## src/rtl/reaction_pkg.sv

```systemverilog
// Shared types and default constants for the reaction delay timer.
package reaction_pkg;

  typedef enum logic [1:0] {
    StIdle,
    StWait,
    StGo,
    StDone
  } state_e;

  localparam int unsigned DefTickDiv  = 50000;
  localparam int unsigned DefMinDelay = 500;
  localparam int unsigned DefMaxReact = 9999;

endpackage

```

## src/rtl/tick_prescaler.sv

```systemverilog
// Free-running TICK_DIV divider; tick marks the last count before wrap, clear restarts from zero.
module tick_prescaler
  import reaction_pkg::*;
#(
  parameter int unsigned TICK_DIV = DefTickDiv
) (
  input  logic clk,
  input  logic reset,
  input  logic clear,
  output logic tick
);

  localparam int unsigned CW = (TICK_DIV > 2) ? $clog2(TICK_DIV) : 1;
  localparam logic [CW-1:0] LastCnt = CW'(TICK_DIV - 1);

  logic [CW-1:0] cnt_q;

  always_ff @(posedge clk or posedge reset) begin
    if (reset) begin
      cnt_q <= '0;
    end else if (clear || (cnt_q == LastCnt)) begin
      cnt_q <= '0;
    end else begin
      cnt_q <= cnt_q + CW'(1);
    end
  end

  assign tick = (cnt_q == LastCnt);

endmodule

```

## src/rtl/reaction_delay_timer.sv

```systemverilog
// Random-delay GO lamp and reaction-time counter with false-start and timeout detection.
// Define REACTION_BEST_TIME_EN to keep a running best (minimum) valid reaction in best_ms.
module reaction_delay_timer
  import reaction_pkg::*;
#(
  parameter int unsigned N         = 12,
  parameter int unsigned TICK_DIV  = DefTickDiv,
  parameter int unsigned MIN_DELAY = DefMinDelay,
  parameter int unsigned RW        = 14,
  parameter int unsigned MAX_REACT = DefMaxReact
) (
  input  logic          clk,
  input  logic          reset,
  input  logic          start,
  input  logic          stop,
  input  logic [N-1:0]  random,
  output logic          downcount,
  output logic          led_go,
  output logic [RW-1:0] reaction_ms,
  output logic          result_valid,
  output logic          false_start,
  output logic          timeout,
  output logic [RW-1:0] best_ms
);

  localparam logic [N:0]    MinDelayW = (N + 1)'(MIN_DELAY);
  localparam logic [N:0]    DelayOne  = (N + 1)'(1);
  localparam logic [RW-1:0] LastReact = RW'(MAX_REACT - 1);

  state_e        state_q, state_d;
  logic [N:0]    delay_q, delay_d;
  logic [RW-1:0] react_q, react_d;
  logic          rv_q, rv_d;
  logic          fs_q, fs_d;
  logic          to_q, to_d;
  logic          dc_q, go_q;
  logic          tick, presc_clear;

  // Prescaler restarts on every state change and stays at zero outside WAIT/GO.
  assign presc_clear = (state_d != state_q) || (state_q == StIdle) || (state_q == StDone);

  tick_prescaler #(
    .TICK_DIV(TICK_DIV)
  ) u_prescaler (
    .clk  (clk),
    .reset(reset),
    .clear(presc_clear),
    .tick (tick)
  );

  always_comb begin
    state_d = state_q;
    delay_d = delay_q;
    react_d = react_q;
    rv_d    = rv_q;
    fs_d    = fs_q;
    to_d    = to_q;
    unique case (state_q)
      StIdle, StDone: begin
        if (start) begin
          state_d = StWait;
          delay_d = {1'b0, random} + MinDelayW;
          react_d = '0;
          rv_d    = 1'b0;
          fs_d    = 1'b0;
          to_d    = 1'b0;
        end
      end
      StWait: begin
        // A stop coinciding with the final tick still counts as a false start.
        if (stop) begin
          state_d = StDone;
          fs_d    = 1'b1;
          react_d = '0;
        end else if (tick) begin
          delay_d = delay_q - DelayOne;
          if (delay_q == DelayOne) begin
            state_d = StGo;
          end
        end
      end
      StGo: begin
        if (stop) begin
          state_d = StDone;
          rv_d    = 1'b1;
        end else if (tick) begin
          react_d = react_q + RW'(1);
          if (react_q == LastReact) begin
            state_d = StDone;
            to_d    = 1'b1;
          end
        end
      end
      default: state_d = StIdle;
    endcase
  end

  always_ff @(posedge clk or posedge reset) begin
    if (reset) begin
      state_q <= StIdle;
      delay_q <= '0;
      react_q <= '0;
      rv_q    <= 1'b0;
      fs_q    <= 1'b0;
      to_q    <= 1'b0;
      dc_q    <= 1'b0;
      go_q    <= 1'b0;
    end else begin
      state_q <= state_d;
      delay_q <= delay_d;
      react_q <= react_d;
      rv_q    <= rv_d;
      fs_q    <= fs_d;
      to_q    <= to_d;
      dc_q    <= (state_d == StWait);
      go_q    <= (state_d == StGo);
    end
  end

`ifdef REACTION_BEST_TIME_EN
  logic [RW-1:0] best_q;

  always_ff @(posedge clk or posedge reset) begin
    if (reset) begin
      best_q <= '1;
    end else if ((state_q == StGo) && stop && (react_q < best_q)) begin
      best_q <= react_q;
    end
  end

  assign best_ms = best_q;
`else
  assign best_ms = '1;
`endif

  assign downcount    = dc_q;
  assign led_go       = go_q;
  assign reaction_ms  = react_q;
  assign result_valid = rv_q;
  assign false_start  = fs_q;
  assign timeout      = to_q;

endmodule

```

## config.mk

```make
export PLATFORM = sky130hd
export DESIGN_NAME = reaction_delay_timer
export DESIGN_NICKNAME = d
export VERILOG_FILES = /design/src/rtl/reaction_pkg.sv /design/src/rtl/tick_prescaler.sv /design/src/rtl/reaction_delay_timer.sv
export SDC_FILE = /design/constraint.sdc
export NUM_CORES = 1
export LEC_CHECK = 0
export ABC_AREA = 1
export ABC_CLOCK_PERIOD_IN_PS = 2190
export BUFFER_PORTS_ARGS = -buffer_cell sky130_fd_sc_hd__buf_2
export CAP_MARGIN = 20
export CORE_ASPECT_RATIO = 1.4
export CORE_MARGIN = 8
export CORE_UTILIZATION = 45
export CTS_CLUSTER_SIZE = 8
export DETAILED_ROUTE_END_ITERATION = 8
export PLACE_DENSITY = 0.66
export SYNTH_ARGS = -nofsm -noshare
export SYNTH_HDL_FRONTEND = slang
export SYNTH_SLANG_ARGS = --single-unit
export TNS_END_PERCENT = 20
```

## constraint.sdc

```tcl
create_clock -name clk -period 2.19 [get_ports clk]
set_clock_uncertainty 0.15 [all_clocks]
set_input_delay 0.1095 -clock clk [delete_from_list [all_inputs] [get_ports clk]]
set_output_delay 0.1095 -clock clk [all_outputs]
set_load 0.01 [all_outputs]
```

==> results of run 1 <==
-- layout make-up --
class,count,share of cell area
well taps,95,0.0316
multi-input cells,322,0.449
flip-flops and latches,50,0.332
inverters,56,0.0559
clock buffers,6,0.0219
repair buffers,57,0.101
clock inverters,1,0.00798
-- routing by layer --
layer / GRT usage / part of all wire
met5: 0 / 0
met4: 0.0657 / 0.016
met3: 0.0355 / 0.056
met2: 0.297 / 0.54
met1: 0.142 / 0.39
-- stage by stage --
stage / hold slack, ns / util / area (um2)
floorplan: 0.175 / - / 3240
global placement: -0.0569 / 0.506 / 3510
detailed placement: -0.0502 / 0.506 / 3510
CTS: 0.0150 / 0.527 / 3650
global route: 0.0384 / 0.543 / 3760
finish: 0.0158 / 0.543 / 3760
-- power breakdown --
part           switching [uW]  total [uW]  leakage, uW  internal, uW
registers                 124        1260     0.000662          1140
clock network             306         672    0.0000573           366
logic                    1470        2440      0.00107           971
total                    1900        4370      0.00179          2470
-- timing repair --
| action | CTS | global route |
|---|---|---|
| hold buffers | 3 | 0 |
| resized for setup | 0 | 16 |
| setup buffers | 0 | 4 |
| hold endpoints to repair | 39 | 0 |
| endpoints found under the setup margin | 0 | 30 |
-- placed cells by master (no fill, tap or decap), types with 3 or more instances in the layout --
| cell | instances |
|---|---|
| a21oi_1 | 23 |
| a31oi_1 | 3 |
| buf_2 | 34 |
| buf_4 | 18 |
| clkbuf_8 | 6 |
| conb_1 | 14 |
| dfrtp_1 | 50 |
| dlygate4sd3_1 | 3 |
| ha_1 | 7 |
| inv_1 | 48 |
| inv_2 | 7 |
| nand2_1 | 92 |
| nand2_2 | 6 |
| nand3_1 | 21 |
| nand3b_1 | 3 |
| nand4_1 | 3 |
| nor2_1 | 50 |
| nor2_2 | 18 |
| nor3_1 | 8 |
| o21ai_0 | 33 |
| o31ai_1 | 4 |
| xnor2_1 | 3 |
| xor2_1 | 15 |
-- critical path: cells and delay by family (launching register included) --
| kind | cells | cell delay (ns) |
|---|---|---|
| AO/OA/AOI/OAI | 3 | 0.47 |
| adder cells (fa/ha/maj) | 1 | 0.32 |
| buffers and inverters | 1 | 0.13 |
| flip-flops | 1 | 0.37 |
| AND/OR/NAND/NOR | 4 | 0.51 |
-- sequential cells by signal (all words and copies together) (netlist names) --
register	count
delay_q	13
u_prescaler.cnt_q	16
reaction_ms	14
result_valid	1
state_q	2
false_start	1
led_go	1
timeout	1
downcount	1
-- logic make-up (layout without fill, tap and decap cells) --
| logic type | after synthesis | count (layout) | synth area share |
|---|---|---|---|
| AO/OA/AOI/OAI | 70 | 70 | 0.120 |
| XOR/XNOR | 18 | 18 | 0.0494 |
| adder cells (fa/ha/maj) | 10 | 10 | 0.0392 |
| buffers and inverters | 78 | 120 | 0.111 |
| flip-flops | 50 | 50 | 0.392 |
| other | 1 | 14 | 0.00117 |
| AND/OR/NAND/NOR | 210 | 210 | 0.288 |
-- how the worst max path moves through the flow --
stage,startpoint,endpoint,cells after the start
3_5_place_dp,state_q[1],u_prescaler.cnt_q[2],12
2_1_floorplan,state_q[0],reaction_ms[2],9
6_report,state_q[1],reaction_ms[12],9
4_1_cts,state_q[1],u_prescaler.cnt_q[2],12
5_1_grt,u_prescaler.cnt_q[7],reaction_ms[12],12
3_3_place_gp,state_q[0],reaction_ms[12],8
==> summary.txt, run 1 <==
Outcome
  • Status: finished, final reports clean

Yosys
  • Async set-or-reset flop fraction in the synthesized netlist: 1.00
  • Register bit total from synthesis: 50
  • Top post-synthesis cells by count: nand2_1, inv_1, nor2_1
  • Area share of the largest cell type after synthesis: 0.392
  • Ranking of synthesized cells by area: dfrtp_1, nand2_1, inv_1
  • Area leader, netlist: dfrtp_1
  • EDFF count, synth: 0
  • Yosys warnings: 0
  • Seq/Total Area, Yosys: 0.392
  • Synth Flop Type: dfrtp_1
  • Count leader, synth: nand2_1
  • Cell count after synthesis: 437
  • Synth Cell Area: 3190 um2
  • Mean Syn Cell Area: 7.31 um2
  • Synth cell types: 35

Critical path
  • Worst R2R End: reaction_ms[12]
  • CP max stage cell: dfrtp_1
  • Cell mode on critical path: a21oi_1
  • Critical Path AT: 2.12 ns
  • Setup Crit Path Kind: flop to flop
  • CP Max Fanout: 7
  • Worst Path Required: 2.24 ns
  • CP Capture Type: flop
  • Worst R2R Path Depth: 9
  • CP startpoint kind: flop
  • Critical R2R Launch: state_q[1]
  • R2r setup slk: 0.12 ns
  • Critical-path cell list: inv_1 > ha_4 > nor2_1 > a21oi_1 > nand2_2 > nor2_2 > nand2_1 > o21ai_0 > a21oi_1
  • Crit-path max cell delay: 0.37 ns

Final layout
  • Ant. Diodes: 0
  • Final nets: 518
  • Footprint of the multi-input gates: 1690 um2
  • Seq. cell area: 1250 um2
  • Fill cell count: 667
  • Area grow syn2layout: 17.8%
  • Share of post-route cells with drive strength above 1: 0.205
  • Non-filler cells, final: 587

CTS
  • CTS tree: built
  • Clock Path Buffers: 2
  • Cts bufs inserted: 5
  • Clock slew at reported path FFs: 0.09 ns
  • Clk_lat worst skew: 0.31 ns
  • Root Buffer Master: clkbuf_8
  • Num Clock Sinks: 50
  • H-tree depth: 2

STA
  • Min cycle time layout: 2.07 ns
  • Final worst setup slack: 0.123 ns
  • Final Hold Viols: 0
  • Max Freq: 484 MHz
  • Final Max Slew Viols: 0
  • RSZ-0062 raised after global routing: yes
  • Period utilization: 0.944
  • Setup TNS: 0 ns
  • Final setup vio count: 0

Route
  • Number of DRC markers in iteration 0: 134
  • WL final: 7440 um
  • Vias: 2934
  • DR vias/cell: 5.00
  • ANT nets after route: 0
  • DR pass1 iterations: 4
  • WL/cell: 12.7 um
  • # DRC: 0

Min path
  • Hold Crit Start: random[6]
  • Hold Path Depth: 4
  • Worst Hold End: delay_q[6]
  • Worst Hold Class: primary input to flop

Floorplanning
  • Die area: 10100 um2
  • Core Area: 6940 um2
  • Rows: 36
  • Die Y: 116 um
  • Die width: 87.2 um
  • Initial core utilization: 0.460
  • Top Ports: 49

Placement
  • Pre-CTS WS: 0.101 ns
  • Port Buf Inserts: 34
  • GP Congestion: 0.878
  • Detailed Place HPWL: 5630 um
  • DP Cell Count: 572

Global route
  • First-pass GRT wire length: 12300 um
  • Remaining Overflow, GRT: 0
  • Overall Global Routing Usage: 0.151
  • Antenna violations before repair: 0
  • Vias in the first global route: 2950
  • Largest net degree at the start of global routing: 19

Power
  • Leakage: 0.00179 uW
  • Max IR drop VDD: 0.000566 V
  • Power Density: 1160 nW/um2
  • Final Power: 4370 uW

Run
  • Max Cap Viol: 0
Power figures use the tool's default switching activity.
==> run 2, diff against run 1 <==
- MAX_ROUTING_LAYER: not set -> met4
==> summary.txt, run 2 (same netlist as run 1, synthesis figures left out) <==
CTS
  • Cts bufs inserted: 5 (unchanged)
  • Clock slew at reported path FFs: 0.09 ns (about the same)
  • Clk_lat worst skew: 0.31 ns (about the same)
  • Num Clock Sinks: 50 (unchanged)
  • Root Buffer Master: clkbuf_8
  • Clock Path Buffers: 2 (unchanged)
  • CTS tree: built
  • H-tree depth: 2 (unchanged)

Critical path
  • Setup Crit Path Kind: flop to flop
  • Cell mode on critical path: a21oi_1
  • CP max stage cell: dfrtp_1
  • Worst R2R End: reaction_ms[12]
  • Crit-path max cell delay: 0.36 ns (about the same)
  • Critical Path AT: 2.12 ns (about the same)
  • Critical Path Start: state_q[1]
  • R2r setup slk: 0.12 ns (about the same)
  • Worst Path Required: 2.24 ns (about the same)
  • CP Capture Type: flop
  • Critical-path cell list: inv_1 > ha_4 > nor2_1 > a21oi_1 > nand2_2 > nor2_2 > nand2_1 > o21ai_0 > a21oi_1
  • CP Capture Point: reaction_ms[12]
  • CP startpoint kind: flop
  • Worst R2R Path Depth: 9 (unchanged)
  • Critical R2R Launch: state_q[1]
  • CP Max Fanout: 7 (unchanged)

Final layout
  • Non-filler cells, final: 587 (unchanged)
  • Final nets: 518 (unchanged)
  • Most frequent cells in the layout: nand2_1, nor2_1, dfrtp_1
  • Max reg flops: 16 (unchanged)
  • Final core occ: 0.543 (unchanged)
  • Fill cell count: 667 (unchanged)
  • Commonest non-fill, non-tap cell in the layout: nand2_1
  • Seq. cell area: 1250 um2 (unchanged)
  • Area grow syn2layout: 17.8% (unchanged)
  • Footprint of the multi-input gates: 1690 um2 (unchanged)
  • Ant. Diodes: 0 (unchanged)
  • Top reg by flops: u_prescaler.cnt_q
  • Share of post-route cells with drive strength above 1: 0.205 (unchanged)

Power
  • Combinational Power Share: 0.559 (about the same)
  • Psw: 1900 uW (about the same)
  • Clk pwr share: 0.153 (about the same)
  • Sw Ratio: 0.434 (about the same)
  • Share of power burned in registers: 0.288 (about the same)
  • Power Density: 1160 nW/um2 (about the same)
  • Leakage: 0.00179 uW (unchanged)
  • P_int: 2470 uW (about the same)
  • Max IR drop VDD: 0.000567 V (about the same)

Route
  • DR pass1 iterations: 4 (unchanged)
  • ANT nets after route: 0 (unchanged)
  • DR vias/cell: 4.98 (-0.27%)
  • Vias: 2926 (-0.27%)
  • Number of DRC markers in iteration 0: 131 (-2.2%)
  • WL/cell: 12.6 um (-0.30%)
  • WL final: 7410 um (-0.30%)
  • # DRC: 0 (unchanged)

Placement
  • Detailed Place HPWL: 5630 um (unchanged)
  • GP Congestion: 0.893 (+1.6%)
  • DP Cell Count: 572 (unchanged)
  • Port Buf Inserts: 34 (unchanged)
  • Pre-CTS WS: 0.101 ns (unchanged)

Floorplanning
  • Die area: 10100 um2 (unchanged)
  • Core Area: 6940 um2 (unchanged)
  • Top Ports: 49 (unchanged)
  • Initial core utilization: 0.460 (unchanged)
  • Rows: 36 (unchanged)
  • Die Y: 116 um (unchanged)
  • Die width: 87.2 um (unchanged)

Global route
  • Vias in the first global route: 2948 (-0.068%)
  • First-pass GRT wire length: 12300 um (about the same)
  • Remaining Overflow, GRT: 0 (unchanged)
  • Largest net degree at the start of global routing: 19 (unchanged)
  • Antenna violations before repair: 0 (unchanged)
  • Overall Global Routing Usage: 0.156 (+0.00463)

STA
  • RSZ-0062 raised after global routing: yes
  • Final worst setup slack: 0.119 ns (-0.00423 ns)
  • Final setup vio count: 0 (unchanged)
  • Min cycle time layout: 2.07 ns (+0.00423 ns)
  • Setup TNS: 0 ns (unchanged)
  • Final Hold Viols: 0 (unchanged)
  • Period utilization: 0.946 (+0.00193)
  • Final Max Slew Viols: 0 (unchanged)
  • Max Freq: 483 MHz (-0.20%)

Run
  • Max Cap Viol: 0 (unchanged)

Outcome
  • Status: finished, final reports clean

Min path
  • Worst Hold Class: primary input to flop
run 2: cell counts in the layout (fill, tap and decap cells not counted):
No cell type changed its count.
run 2: routing by layer:
metal / vias up / global-route usage / wire, um
li1: 1474 / - / -
met1: 1378 / 0.146 / 2920
met2: 66 / 0.297 / 4040
met3: 8 / 0.0305 / 352
met4: 0 / 0.0657 / 104
met5: - / - / 0
run 2: worst min-delay path by stage:
stage	start	to	slack, ns	cells after the start
final	random[6]	delay_q[6]	0.02	4
after global routing	random[11]	delay_q[11]	0.04	5
after CTS	random[6]	delay_q[6]	0.02	4
after detailed placement	reset	reaction_ms[4]	-0.05	2
after global placement	reset	led_go	-0.06	2
after floorplan	random[1]	delay_q[1]	0.18	2
run 2: layout make-up:
cell class / count / area share
multi-input cells: 322 / 0.449
flip-flops and latches: 50 / 0.332
repair buffers: 57 / 0.101
inverters: 56 / 0.0559
well taps: 95 / 0.0316
clock buffers: 6 / 0.0219
clock inverters: 1 / 0.00798
run 2: power groups by stage:
stage                     Sequential, uW  Clock (uW)  Combinational [uW]
after floorplan                     1290           0                1510
after global placement              1270           0                2140
after detailed placement            1280           0                2180
after CTS                           1260         694                2200
after global routing                1280         724                2740
final                               1260         670                2440
run 2: timing repair:
item,in CTS,in global routing
buffers inserted,0,4
hold buffers,3,0
hold endpoints to repair,39,0
setup endpoints to repair,0,30
resized for setup,0,16
run 2: worst max-delay path, delay by kind of cell (launching register included):
kind	cells	cell delay, ns
AOI/OAI and AO/OA	3	0.48
DFF	1	0.36
buffers and inverters	1	0.13
and+or+nand+nor	4	0.51
adders and majority gates	1	0.31
run 2: stage by stage:
stage | cell area (um2) | power [uW] | hold slack (ns)
after floorplan | 3240 | 2800 | 0.175
after global placement | 3510 | 3410 | -0.0569
after detailed placement | 3510 | 3460 | -0.0502
after CTS | 3650 | 4150 | 0.0150
after global routing | 3760 | 4740 | 0.0384
final | 3760 | 4370 | 0.0157
